==> src/rtl/regbank_arbiter_pkg.sv <==
// Shared constants and types for the register-bank arbiter: bank geometry,
// FSM state encoding and the latched request record.
package regbank_pkg;

    localparam int DATA_W   = 16;
    localparam int ADDR_W   = 4;
    localparam int NUM_REGS = 14;

    typedef enum logic [1:0] {
        IDLE  = 2'd0,
        ISSUE = 2'd1,
        WAIT  = 2'd2,
        RESP  = 2'd3
    } state_t;

    typedef struct packed {
        logic              write;
        logic [ADDR_W-1:0] addr;
        logic [DATA_W-1:0] wdata;
    } req_t;

    function automatic logic addr_legal(input logic [ADDR_W-1:0] addr);
        return addr < ADDR_W'(NUM_REGS);
    endfunction

endpackage

==> src/rtl/regbank_arbiter_if.sv <==
// Requester request/response channels plus the single bank access port.
// The arbiter takes the slave view; clients and the bank sit on the master view.
interface regbank_arbiter_if
    import regbank_pkg::*;
#(
    parameter int  NUM_REQ = 2,
    localparam int IDX_W   = (NUM_REQ > 1) ? $clog2(NUM_REQ) : 1
) ();

    logic [NUM_REQ-1:0]        req_valid;
    logic [NUM_REQ-1:0]        req_ready;
    logic [NUM_REQ-1:0]        req_write;
    logic [NUM_REQ*ADDR_W-1:0] req_addr;
    logic [NUM_REQ*DATA_W-1:0] req_wdata;
    logic [NUM_REQ-1:0]        rsp_valid;
    logic [NUM_REQ-1:0]        rsp_ready;
    logic [DATA_W-1:0]         rsp_rdata;
    logic                      rsp_err;
    logic [IDX_W-1:0]          grant_id;
    logic                      busy;
    logic                      bank_write_en;
    logic                      bank_read_en;
    logic [ADDR_W-1:0]         bank_addr;
    logic [DATA_W-1:0]         bank_data_in;
    logic [DATA_W-1:0]         bank_data_out;

    modport slave (
        input  req_valid, req_write, req_addr, req_wdata, rsp_ready, bank_data_out,
        output req_ready, rsp_valid, rsp_rdata, rsp_err, grant_id, busy,
               bank_write_en, bank_read_en, bank_addr, bank_data_in
    );

    modport master (
        output req_valid, req_write, req_addr, req_wdata, rsp_ready, bank_data_out,
        input  req_ready, rsp_valid, rsp_rdata, rsp_err, grant_id, busy,
               bank_write_en, bank_read_en, bank_addr, bank_data_in
    );

endinterface

==> src/rtl/regbank_arbiter_rr_arbiter.sv <==
// Combinational round-robin picker: first asserted request at or after the
// pointer wins. The pointer register is owned by the caller.
module rr_arbiter #(
    parameter int  NUM_REQ = 2,
    localparam int IDX_W   = (NUM_REQ > 1) ? $clog2(NUM_REQ) : 1
) (
    input  logic [NUM_REQ-1:0] i_req,
    input  logic [IDX_W-1:0]   i_ptr,
    output logic [NUM_REQ-1:0] o_grant_oh,
    output logic [IDX_W-1:0]   o_grant_idx,
    output logic               o_any_req
);

    logic             w_found;
    logic [IDX_W-1:0] w_idx;

    assign o_any_req = |i_req;

    always_comb begin
        o_grant_oh  = '0;
        o_grant_idx = '0;
        w_found     = 1'b0;
        w_idx       = '0;
        for (int k = 0; k < NUM_REQ; k++) begin
            w_idx = IDX_W'((int'(i_ptr) + k) % NUM_REQ);
            if (!w_found && i_req[w_idx]) begin
                w_found            = 1'b1;
                o_grant_oh[w_idx]  = 1'b1;
                o_grant_idx        = w_idx;
            end
        end
    end

endmodule

==> src/rtl/regbank_arbiter.sv <==
// Shares one register-bank port between NUM_REQ requesters with round-robin
// grant, a single transaction in flight, and error responses for bad addresses.
module regbank_arbiter
    import regbank_pkg::*;
#(
    parameter int  NUM_REQ  = 2,
    parameter int  READ_LAT = 1,
    localparam int IDX_W    = (NUM_REQ > 1) ? $clog2(NUM_REQ) : 1,
    localparam int CNT_W    = (READ_LAT > 1) ? $clog2(READ_LAT) : 1
) (
    input logic                clk,
    input logic                rst,
    regbank_arbiter_if.slave   bus
);

    state_t             r_state;
    logic [IDX_W-1:0]   r_rr_ptr;
    logic [IDX_W-1:0]   r_grant_id;
    logic [NUM_REQ-1:0] r_rsp_valid;
    req_t               r_req;
    logic [DATA_W-1:0]  r_rdata;
    logic               r_err;
    logic [CNT_W-1:0]   r_lat_cnt;

    logic [IDX_W-1:0]   w_grant_idx;
    logic [IDX_W-1:0]   w_rr_next;
    logic [NUM_REQ-1:0] w_grant_oh;
    logic [NUM_REQ-1:0] w_owner_oh;
    logic               w_any_req;
    logic               w_accept;
    logic               w_rsp_done;
    req_t               w_sel_req;
    logic [ADDR_W-1:0]  w_addr_arr  [NUM_REQ];
    logic [DATA_W-1:0]  w_wdata_arr [NUM_REQ];

    generate
        for (genvar gi = 0; gi < NUM_REQ; gi++) begin : g_unpack
            assign w_addr_arr[gi]  = bus.req_addr[gi*ADDR_W +: ADDR_W];
            assign w_wdata_arr[gi] = bus.req_wdata[gi*DATA_W +: DATA_W];
        end
    endgenerate

    rr_arbiter #(.NUM_REQ(NUM_REQ)) u_rr (
        .i_req       (bus.req_valid),
        .i_ptr       (r_rr_ptr),
        .o_grant_oh  (w_grant_oh),
        .o_grant_idx (w_grant_idx),
        .o_any_req   (w_any_req)
    );

    assign w_sel_req  = '{write: bus.req_write[w_grant_idx],
                          addr:  w_addr_arr[w_grant_idx],
                          wdata: w_wdata_arr[w_grant_idx]};
    assign w_rr_next  = (w_grant_idx == IDX_W'(NUM_REQ - 1)) ? '0 : w_grant_idx + IDX_W'(1);
    assign w_owner_oh = NUM_REQ'(1) << r_grant_id;
    assign w_accept   = (r_state == IDLE) && w_any_req;
    assign w_rsp_done = (r_state == RESP) && bus.rsp_ready[r_grant_id];

    assign bus.req_ready = w_accept ? w_grant_oh : '0;
    assign bus.rsp_valid = r_rsp_valid;
    assign bus.rsp_rdata = r_rdata;
    assign bus.rsp_err   = r_err;
    assign bus.grant_id  = r_grant_id;
    assign bus.busy      = (r_state != IDLE);

    // The bank only ever sees the latched request, and only for the ISSUE cycle.
    assign bus.bank_write_en = (r_state == ISSUE) &&  r_req.write;
    assign bus.bank_read_en  = (r_state == ISSUE) && !r_req.write;
    assign bus.bank_addr     = (r_state == ISSUE) ? r_req.addr  : '0;
    assign bus.bank_data_in  = (r_state == ISSUE) ? r_req.wdata : '0;

    always_ff @(posedge clk) begin
        if (!rst) begin
            r_state     <= IDLE;
            r_rr_ptr    <= '0;
            r_grant_id  <= '0;
            r_rsp_valid <= '0;
            r_req       <= '0;
            r_rdata     <= '0;
            r_err       <= 1'b0;
            r_lat_cnt   <= '0;
        end else begin
            case (r_state)
                IDLE: begin
                    if (w_accept) begin
                        r_req      <= w_sel_req;
                        r_grant_id <= w_grant_idx;
                        r_rr_ptr   <= w_rr_next;
                        r_rdata    <= '0;
                        if (addr_legal(w_sel_req.addr)) begin
                            r_err   <= 1'b0;
                            r_state <= ISSUE;
                        end else begin
                            r_err       <= 1'b1;
                            r_rsp_valid <= w_grant_oh;
                            r_state     <= RESP;
                        end
                    end
                end
                ISSUE: begin
                    r_lat_cnt <= '0;
                    if (r_req.write) begin
                        r_rsp_valid <= w_owner_oh;
                        r_state     <= RESP;
                    end else begin
                        r_state <= WAIT;
                    end
                end
                WAIT: begin
                    if (r_lat_cnt == CNT_W'(READ_LAT - 1)) begin
                        r_rdata     <= bus.bank_data_out;
                        r_rsp_valid <= w_owner_oh;
                        r_state     <= RESP;
                    end else begin
                        r_lat_cnt <= r_lat_cnt + CNT_W'(1);
                    end
                end
                RESP: begin
                    if (w_rsp_done) begin
                        r_rsp_valid <= '0;
                        r_rdata     <= '0;
                        r_err       <= 1'b0;
                        r_state     <= IDLE;
                    end
                end
                default: r_state <= IDLE;
            endcase
        end
    end

endmodule

==> src/flat_wrapper.sv <==
// flat-port wrapper written by rule: the top's interface ports become plain ports
module regbank_arbiter_flat import regbank_pkg::*;
#(
    parameter int  NUM_REQ  = 2,
    parameter int  READ_LAT = 1,
    localparam int IDX_W    = (NUM_REQ > 1) ? $clog2(NUM_REQ) : 1,
    localparam int CNT_W    = (READ_LAT > 1) ? $clog2(READ_LAT) : 1
)
  (clk, rst, bus_req_valid, bus_req_write, bus_req_addr, bus_req_wdata, bus_rsp_ready, bus_bank_data_out, bus_req_ready, bus_rsp_valid, bus_rsp_rdata, bus_rsp_err, bus_grant_id, bus_busy, bus_bank_write_en, bus_bank_read_en, bus_bank_addr, bus_bank_data_in);
  regbank_arbiter_if #(.NUM_REQ(NUM_REQ)) bus_i ();
  input logic clk;
  input logic rst;
  input wire logic [$bits(bus_i.req_valid)-1:0] bus_req_valid;
  input wire logic [$bits(bus_i.req_write)-1:0] bus_req_write;
  input wire logic [$bits(bus_i.req_addr)-1:0] bus_req_addr;
  input wire logic [$bits(bus_i.req_wdata)-1:0] bus_req_wdata;
  input wire logic [$bits(bus_i.rsp_ready)-1:0] bus_rsp_ready;
  input wire logic [$bits(bus_i.bank_data_out)-1:0] bus_bank_data_out;
  output wire logic [$bits(bus_i.req_ready)-1:0] bus_req_ready;
  output wire logic [$bits(bus_i.rsp_valid)-1:0] bus_rsp_valid;
  output wire logic [$bits(bus_i.rsp_rdata)-1:0] bus_rsp_rdata;
  output wire logic [$bits(bus_i.rsp_err)-1:0] bus_rsp_err;
  output wire logic [$bits(bus_i.grant_id)-1:0] bus_grant_id;
  output wire logic [$bits(bus_i.busy)-1:0] bus_busy;
  output wire logic [$bits(bus_i.bank_write_en)-1:0] bus_bank_write_en;
  output wire logic [$bits(bus_i.bank_read_en)-1:0] bus_bank_read_en;
  output wire logic [$bits(bus_i.bank_addr)-1:0] bus_bank_addr;
  output wire logic [$bits(bus_i.bank_data_in)-1:0] bus_bank_data_in;
  assign bus_i.req_valid = bus_req_valid;
  assign bus_i.req_write = bus_req_write;
  assign bus_i.req_addr = bus_req_addr;
  assign bus_i.req_wdata = bus_req_wdata;
  assign bus_i.rsp_ready = bus_rsp_ready;
  assign bus_i.bank_data_out = bus_bank_data_out;
  assign bus_req_ready = bus_i.req_ready;
  assign bus_rsp_valid = bus_i.rsp_valid;
  assign bus_rsp_rdata = bus_i.rsp_rdata;
  assign bus_rsp_err = bus_i.rsp_err;
  assign bus_grant_id = bus_i.grant_id;
  assign bus_busy = bus_i.busy;
  assign bus_bank_write_en = bus_i.bank_write_en;
  assign bus_bank_read_en = bus_i.bank_read_en;
  assign bus_bank_addr = bus_i.bank_addr;
  assign bus_bank_data_in = bus_i.bank_data_in;
  regbank_arbiter #(.NUM_REQ(NUM_REQ), .READ_LAT(READ_LAT)) u_core (.clk(clk), .rst(rst), .bus(bus_i));
endmodule
==> config.mk <==
export PLATFORM = sky130hd
export DESIGN_NAME = regbank_arbiter_flat
export DESIGN_NICKNAME = d
export VERILOG_FILES = /design/src/rtl/regbank_arbiter_pkg.sv /design/src/rtl/regbank_arbiter_if.sv /design/src/rtl/regbank_arbiter_rr_arbiter.sv /design/src/rtl/regbank_arbiter.sv /design/src/flat_wrapper.sv
export SDC_FILE = /design/constraint.sdc
export NUM_CORES = 1
export LEC_CHECK = 0
export CAP_MARGIN = 40
export CORE_UTILIZATION = 41
export DETAILED_ROUTE_END_ITERATION = 12
export GPL_TIMING_DRIVEN = 0
export PLACE_DENSITY = 0.82
export SLEW_MARGIN = 20
export SYNTH_ARGS = -nofsm -noshare
export SYNTH_HDL_FRONTEND = slang
export SYNTH_HIERARCHICAL = 1
export SYNTH_SLANG_ARGS = --single-unit
==> constraint.sdc <==
create_clock -name clk -period 1.9 [get_ports clk]
set_input_delay 0.19 -clock clk [delete_from_list [all_inputs] [get_ports clk]]
set_output_delay 0.19 -clock clk [all_outputs]
set_load 0.02 [all_outputs]
Word level (Yosys, flattened, before mapping)

Cells that the tools add are included.

Input port bits: 64
Flip-flop bits (word level): 45
Word-level logic and storage cells: 100

Shift-type cells: 1
$add $sub $neg: 3
Bitwise logic cells: 2
Mux-type cells: 48
Reduce and logical (&&, ||, !) cells: 20
Magnitude comparators: 8
Eq/ne operators: 8

Operators with widths:

| cell                  | number |
|---|---|
| $mux W16              | 7 |
| $pmux W16 S3          | 1 |
| $mux W2               | 11 |
| $mux W1               | 19 |
| $mux W4               | 4 |
| $pmux W2 S4           | 2 |
| $lt A1 B2 Y1 const B  | 4 |
| $logic_and A1 B1 Y1   | 7 |
| $ne A2 B1 Y1 const B  | 3 |
| $reduce_and A3 Y1     | 2 |
| $reduce_bool A2 Y1    | 3 |
| $reduce_and A5 Y1     | 1 |
| $eq A2 B2 Y1 const B  | 2 |
| $lt A4 B4 Y1 const B  | 1 |
| $ne A2 B2 Y1 const B  | 2 |
| $pmux W1 S2           | 2 |
| $reduce_and A4 Y1     | 1 |
| $add A1 B1 Y1 const B | 3 |
| $reduce_bool A3 Y1    | 1 |
| $demux W1 S1          | 2 |
| $eq A2 B1 Y1 const B  | 1 |
| $ge A1 B1 Y1 const B  | 2 |
| $ge A2 B2 Y1 const B  | 1 |
| $logic_not A1 Y1      | 2 |
| other kinds (6)       | 6 |

Logic depth before layout (Yosys ltp)

Depth in word-level cells: 14
Gate-level depth with buffers: 8

By module

Netlist, hierarchy kept.

By module, submodules not included:

| module          | sequential area each (µm²) | area an instance (µm²) | cells each | instances |
|---|---|---|---|---|
| regbank_arbiter | 880.8                      | 2253.4                 | 253        | 1 |
| rr_arbiter      | 0.0                        | 32.5                   | 5          | 1 |

Least setup slack after synthesis

No wires, ideal clock.

Path type: flip-flop to flip-flop
From: register u_core.r_state[0]
To: register u_core/r_req[0] (netlist bit)
Period minus slack after synthesis: 1.558 ns
Data required time: 1.784 ns
Path slack: 0.342 ns
Cell stages (with the launch flop): 8
Path buffers: 3
Library setup time: 0.116 ns
Arrival: 1.442 ns
Cells stage by stage: dfxtp_1 -> inv_1 -> ha_1 -> buf_2 -> and2_1 -> buf_2 -> buf_2 -> o211a_1

Cells in the longest elaborated chain, start to end: 3

Ends and longest elaborated chain:

| what                                 | RTL line                                     | RTL |
|---|---|---|
| start, declared                      | regbank_arbiter.sv:16                        | `state_t r_state;` |
| start signal, assigned               | regbank_arbiter.sv:74                        | `r_state <= IDLE;` |
| start signal, assigned               | regbank_arbiter.sv:92                        | `r_state <= ISSUE;` |
| start signal, assigned               | regbank_arbiter.sv:96                        | `r_state <= RESP;` |
| $logic_not A2 Y1 *                   | regbank_arbiter.sv:56, regbank_arbiter.sv:83 |  |
| $logic_and A1 B1 Y1                  | regbank_arbiter.sv:56                        | `assign w_accept = (r_state == IDLE) && w_any_req;` |
| $reduce_and A2 Y1 (no source line) * | -                                            |  |
| end signal, assigned                 | regbank_arbiter.sv:86                        | `r_req <= w_sel_req;` |
| end, declared                        | regbank_arbiter.sv:20                        | `req_t r_req;` |

Mark *: on every way between the ends. The rest lies on a longest branch, timed or not.
A chain may end at the register's enable or synchronous reset.

Worst setup path in the final report

From: register u_core.r_state[1]
To: output bus_bank_data_in[1]

Cells in the longest elaborated chain, start to end: 2

Ends and longest elaborated chain:

| what          | RTL line              | RTL |
|---|---|---|
| $eq A2 B1 Y1  | regbank_arbiter.sv:70 | `assign bus.bank_data_in = (r_state == ISSUE) ? r_req.wdata : '0;` |
| $mux W16      | regbank_arbiter.sv:70 |  |
| end, declared | flat_wrapper.sv:28    | `output wire logic [$bits(bus_i.bank_data_in)-1:0] bus_bank_data_in;` |

No other way between the ends.

==> results by group <==
Drt
  – Via Count: 2,281
  – Routed length on met3: 351 µm
  – DRT Pass-1 Iters: 4
  – DR vias/cell: 5.15
  – Mean routed wirelength per cell: 14.1 µm
  – Final WL: 6.26 mm
  – Post-DRT Antenna Nets: 0
  – Wire length on met2: 3.17 mm
  – Met1 WL: 2.63 mm
  – Initial DRC Count: 88
  – Residual DRC: 0
  – Highest metal used: met4

Place
  – Post-Place Cell Area: 3440 µm²
  – Placer congestion estimate: 0.825
  – Port bufs: 107
  – Detail Placement HPWL: 4.82 mm
  – Placed Cells: 435

Power
  – Sequential Power Share: 31.1%
  – Comb pwr share: 50.6%
  – PD cells: 1220 nW/µm²
  – Clk pwr share: 18.3%
  – VDD IR max: 519 µV
  – Switching power: 0.00170 W
  – Pint: 0.00251 W
  – Switch share: 40.4%
  – Static Leakage: 1.56 nW

Clock network
  – Hold buffers post-CTS: 0
  – Clk buf depth: 2
  – Htree depth: 2
  – Clock Sinks: 44
  – CTS tree: done
  – Clk_lat worst skew: 0.31 ns
  – Root Driver: clkbuf_8
  – TritonCTS buffer count: 5
  – Clock slew at reported path FFs: 0.09 ns

Die
  – Die height: 76.7 µm
  – FP Rows: 26
  – Die Wd: 76.7 µm
  – Initial Utilization: 43.6%
  – Die Area: 5880 µm²
  – Core Box Area: 5240 µm²
  – # IOs: 109

Worst hold path
  – Min-Delay Startpoint: rst
  – Worst hold path class: in2reg
  – Hold depth: 3

Worst setup path
  – Worst setup startpoint: u_core/r_state[1]
  – CP endpoint kind: output pin
  – RR Startpoint: u_core/r_state[1]
  – Critical Path End: bus_bank_data_in[1]
  – Critical Path RT: 1.71 ns
  – WP data arrival: 1.57 ns
  – Worst-path fanout max: 10
  – Crit Path Category: reg2out
  – Critical R2R Capture: u_core/r_req[12]
  – R2R depth: 8
  – CP Launch Type: flip-flop
  – R2r setup slk: 0.19 ns

Layout
  – Share of cells above drive strength 1: 15.0%
  – Non-Filler Cell Area, Final: 3460 µm²
  – Nets@finish: 441
  – Layout Utilization: 66.1%
  – Synth-to-layout area growth: 51.5%
  – Ant diodes: 0
  – Non-filler instance count after layout: 443
  – Commonest non-fill, non-tap cell in the layout: clkdlybuf4s50_1
  – Most frequent cells in the layout: 82 x clkdlybuf4s50_1, 42 x dfxtp_1, 33 x nand3_1, 25 x nand2_1

STA
  – Final period util: 92.7%
  – Final setup skew: 0.0108 ns
  – Post-route minimum period: 1.76 ns
  – Final Hold Slack: 0.339 ns
  – Worst Max-Slew Pin Slew: 0.484 ns
  – Hold Vio Cnt, Final: 0
  – Slew Limit Headroom: 67.8%
  – RSZ-0062 raised after global routing: no
  – Final setup violation count: 0
  – Fmax: 568 MHz
  – Max Transition Viols Final: 0
  – Setup TNS: 0 ns

Synth
  – Share of the yosys chip area belonging to registers: 38.5%
  – Netlist cell types: 35
  – Synth warn: 6
  – Syn Area/Cell: 8.86 µm²
  – Post-Syn Instances: 258
  – Synth Cell Area: 2290 µm²
  – Net Count, Synth: 327
  – FF+latch count, synth: 44

GRT
  – Largest net degree at the start of global routing: 15
  – Overall routing resource usage: 22.0%
  – Total global routing overflow: 0
  – Vias in the first global route: 2,274
  – Global-route wire length before repair: 10.4 mm
  – Initial antenna violation count: 0

Run status
  – Status: finished clean

Job
  – Maxcap violations: 0
-- logic make-up (layout without fill, tap and decap cells) --
| logic type | count (synthesis) | in the layout | synth area share (%) |
|---|---|---|---|
| AO/OA/AOI/OAI | 60 | 60 | 20.6 |
| adder cells (fa/ha/maj) | 5 | 5 | 2.74 |
| buffers and inverters | 31 | 146 | 6.73 |
| flip-flops | 44 | 44 | 38.5 |
| multiplexers | 23 | 23 | 10.3 |
| AND/OR/NAND/NOR | 95 | 95 | 21.1 |
-- critical path, stage by stage (launching register included) --
cell,delay [ns]
dfxtp_2,0.35
inv_1,0.12
ha_1,0.23
clkbuf_4,0.22
and2_1,0.18
clkbuf_2,0.18
-- worst min path at each step --
| stage | end | slack, ns |
|---|---|---|
| finish | u_core/r_req[1] | 0.34 |
| CTS | u_core/r_req[1] | 0.34 |
| global placement | u_core/bus.rsp_rdata[15] | 0.45 |
| detailed placement | u_core/bus.rsp_rdata[14] | 0.46 |
| global route | u_core/r_req[3] | 0.37 |
| floorplan | u_core/bus.rsp_rdata[13] | 0.35 |
-- what timing repair did --
action                     4_1_cts  5_1_grt
gates resized for setup         32       43
cloned                           0        0
hold endpoints to repair         0        0
setup endpoints to repair       25       22
setup buffers                    0        0
-- area by class of cell --
class,count,area (µm²)
plain buffers,23,131
clock buffers,6,82.6
clock inverters,2,38.8
fillers,461,1780
inverters,8,30.0
multi-input cells,183,1250
flip-flops and latches,44,883
well taps,70,87.6
repair buffers,107,957
-- sequential cells by signal, summed over array words and instances (netlist names) --
| name | flops |
|---|---|
| u_core/r_req | 21 |
| u_core/r_rr_ptr | 1 |
| u_core/bus.rsp_valid | 2 |
| u_core/bus.rsp_err | 1 |
| u_core/bus.grant_id | 1 |
| u_core/r_state | 2 |
| u_core/bus.rsp_rdata | 16 |
-- metrics by stage --
stage | total power (W) | worst slack (ns)
after floorplan | 0.00272 | 0.342
after global placement | 0.00351 | -0.171
after detailed placement | 0.00356 | -0.177
after CTS | 0.00425 | 0.00680
after global routing | 0.00449 | 0.00202
final | 0.00421 | 0.139
-- cell usage after synthesis --
cell,n,area [µm²]
a211oi_1,3,22.5
a21boi_0,4,30.0
a21boi_2,1,11.3
a21oi_1,6,30.0
a22oi_1,1,7.51
a2bb2oi_1,1,8.76
a311oi_2,1,15.0
a41o_1,1,10.0
and2_1,23,144
and3_1,2,12.5
and4_1,1,8.76
and4b_1,1,10.0
buf_2,11,55.1
buf_4,2,15.0
buf_6,2,22.5
clkbuf_1,7,26.3
clkbuf_2,1,5.00
dfxtp_1,44,881
ha_1,5,62.6
inv_1,8,30.0
mux2_4,1,15.0
mux2i_1,22,220
nand2_1,25,93.8
nand2b_1,1,6.26
nand3_1,33,165
nor2_1,6,22.5
nor3b_1,1,7.51
nor4_1,1,6.26
o211a_1,17,170
o211ai_4,1,21.3
o21ai_0,18,90.1
o21ai_1,4,20.0
o221a_2,1,11.3
o32a_4,1,22.5
or2_1,1,6.26
-- power groups by stage --
stage                     clock, W  combinational [W]  sequential [W]
final                     0.000770            0.00213         0.00131
after CTS                 0.000776            0.00216         0.00131
after floorplan                  0            0.00137         0.00135
after global placement           0            0.00221         0.00131
after detailed placement         0            0.00223         0.00133
after global routing      0.000815            0.00233         0.00134
-- metal layers --
metal | vias to the layer above | track usage (%)
li1 | 1134 | -
met5 | - | 0
met3 | 12 | 4.40
met1 | 1057 | 25.7
met4 | 0 | 8.65
met2 | 78 | 39.1
No activity file was read; power rests on OpenSTA's default activity.
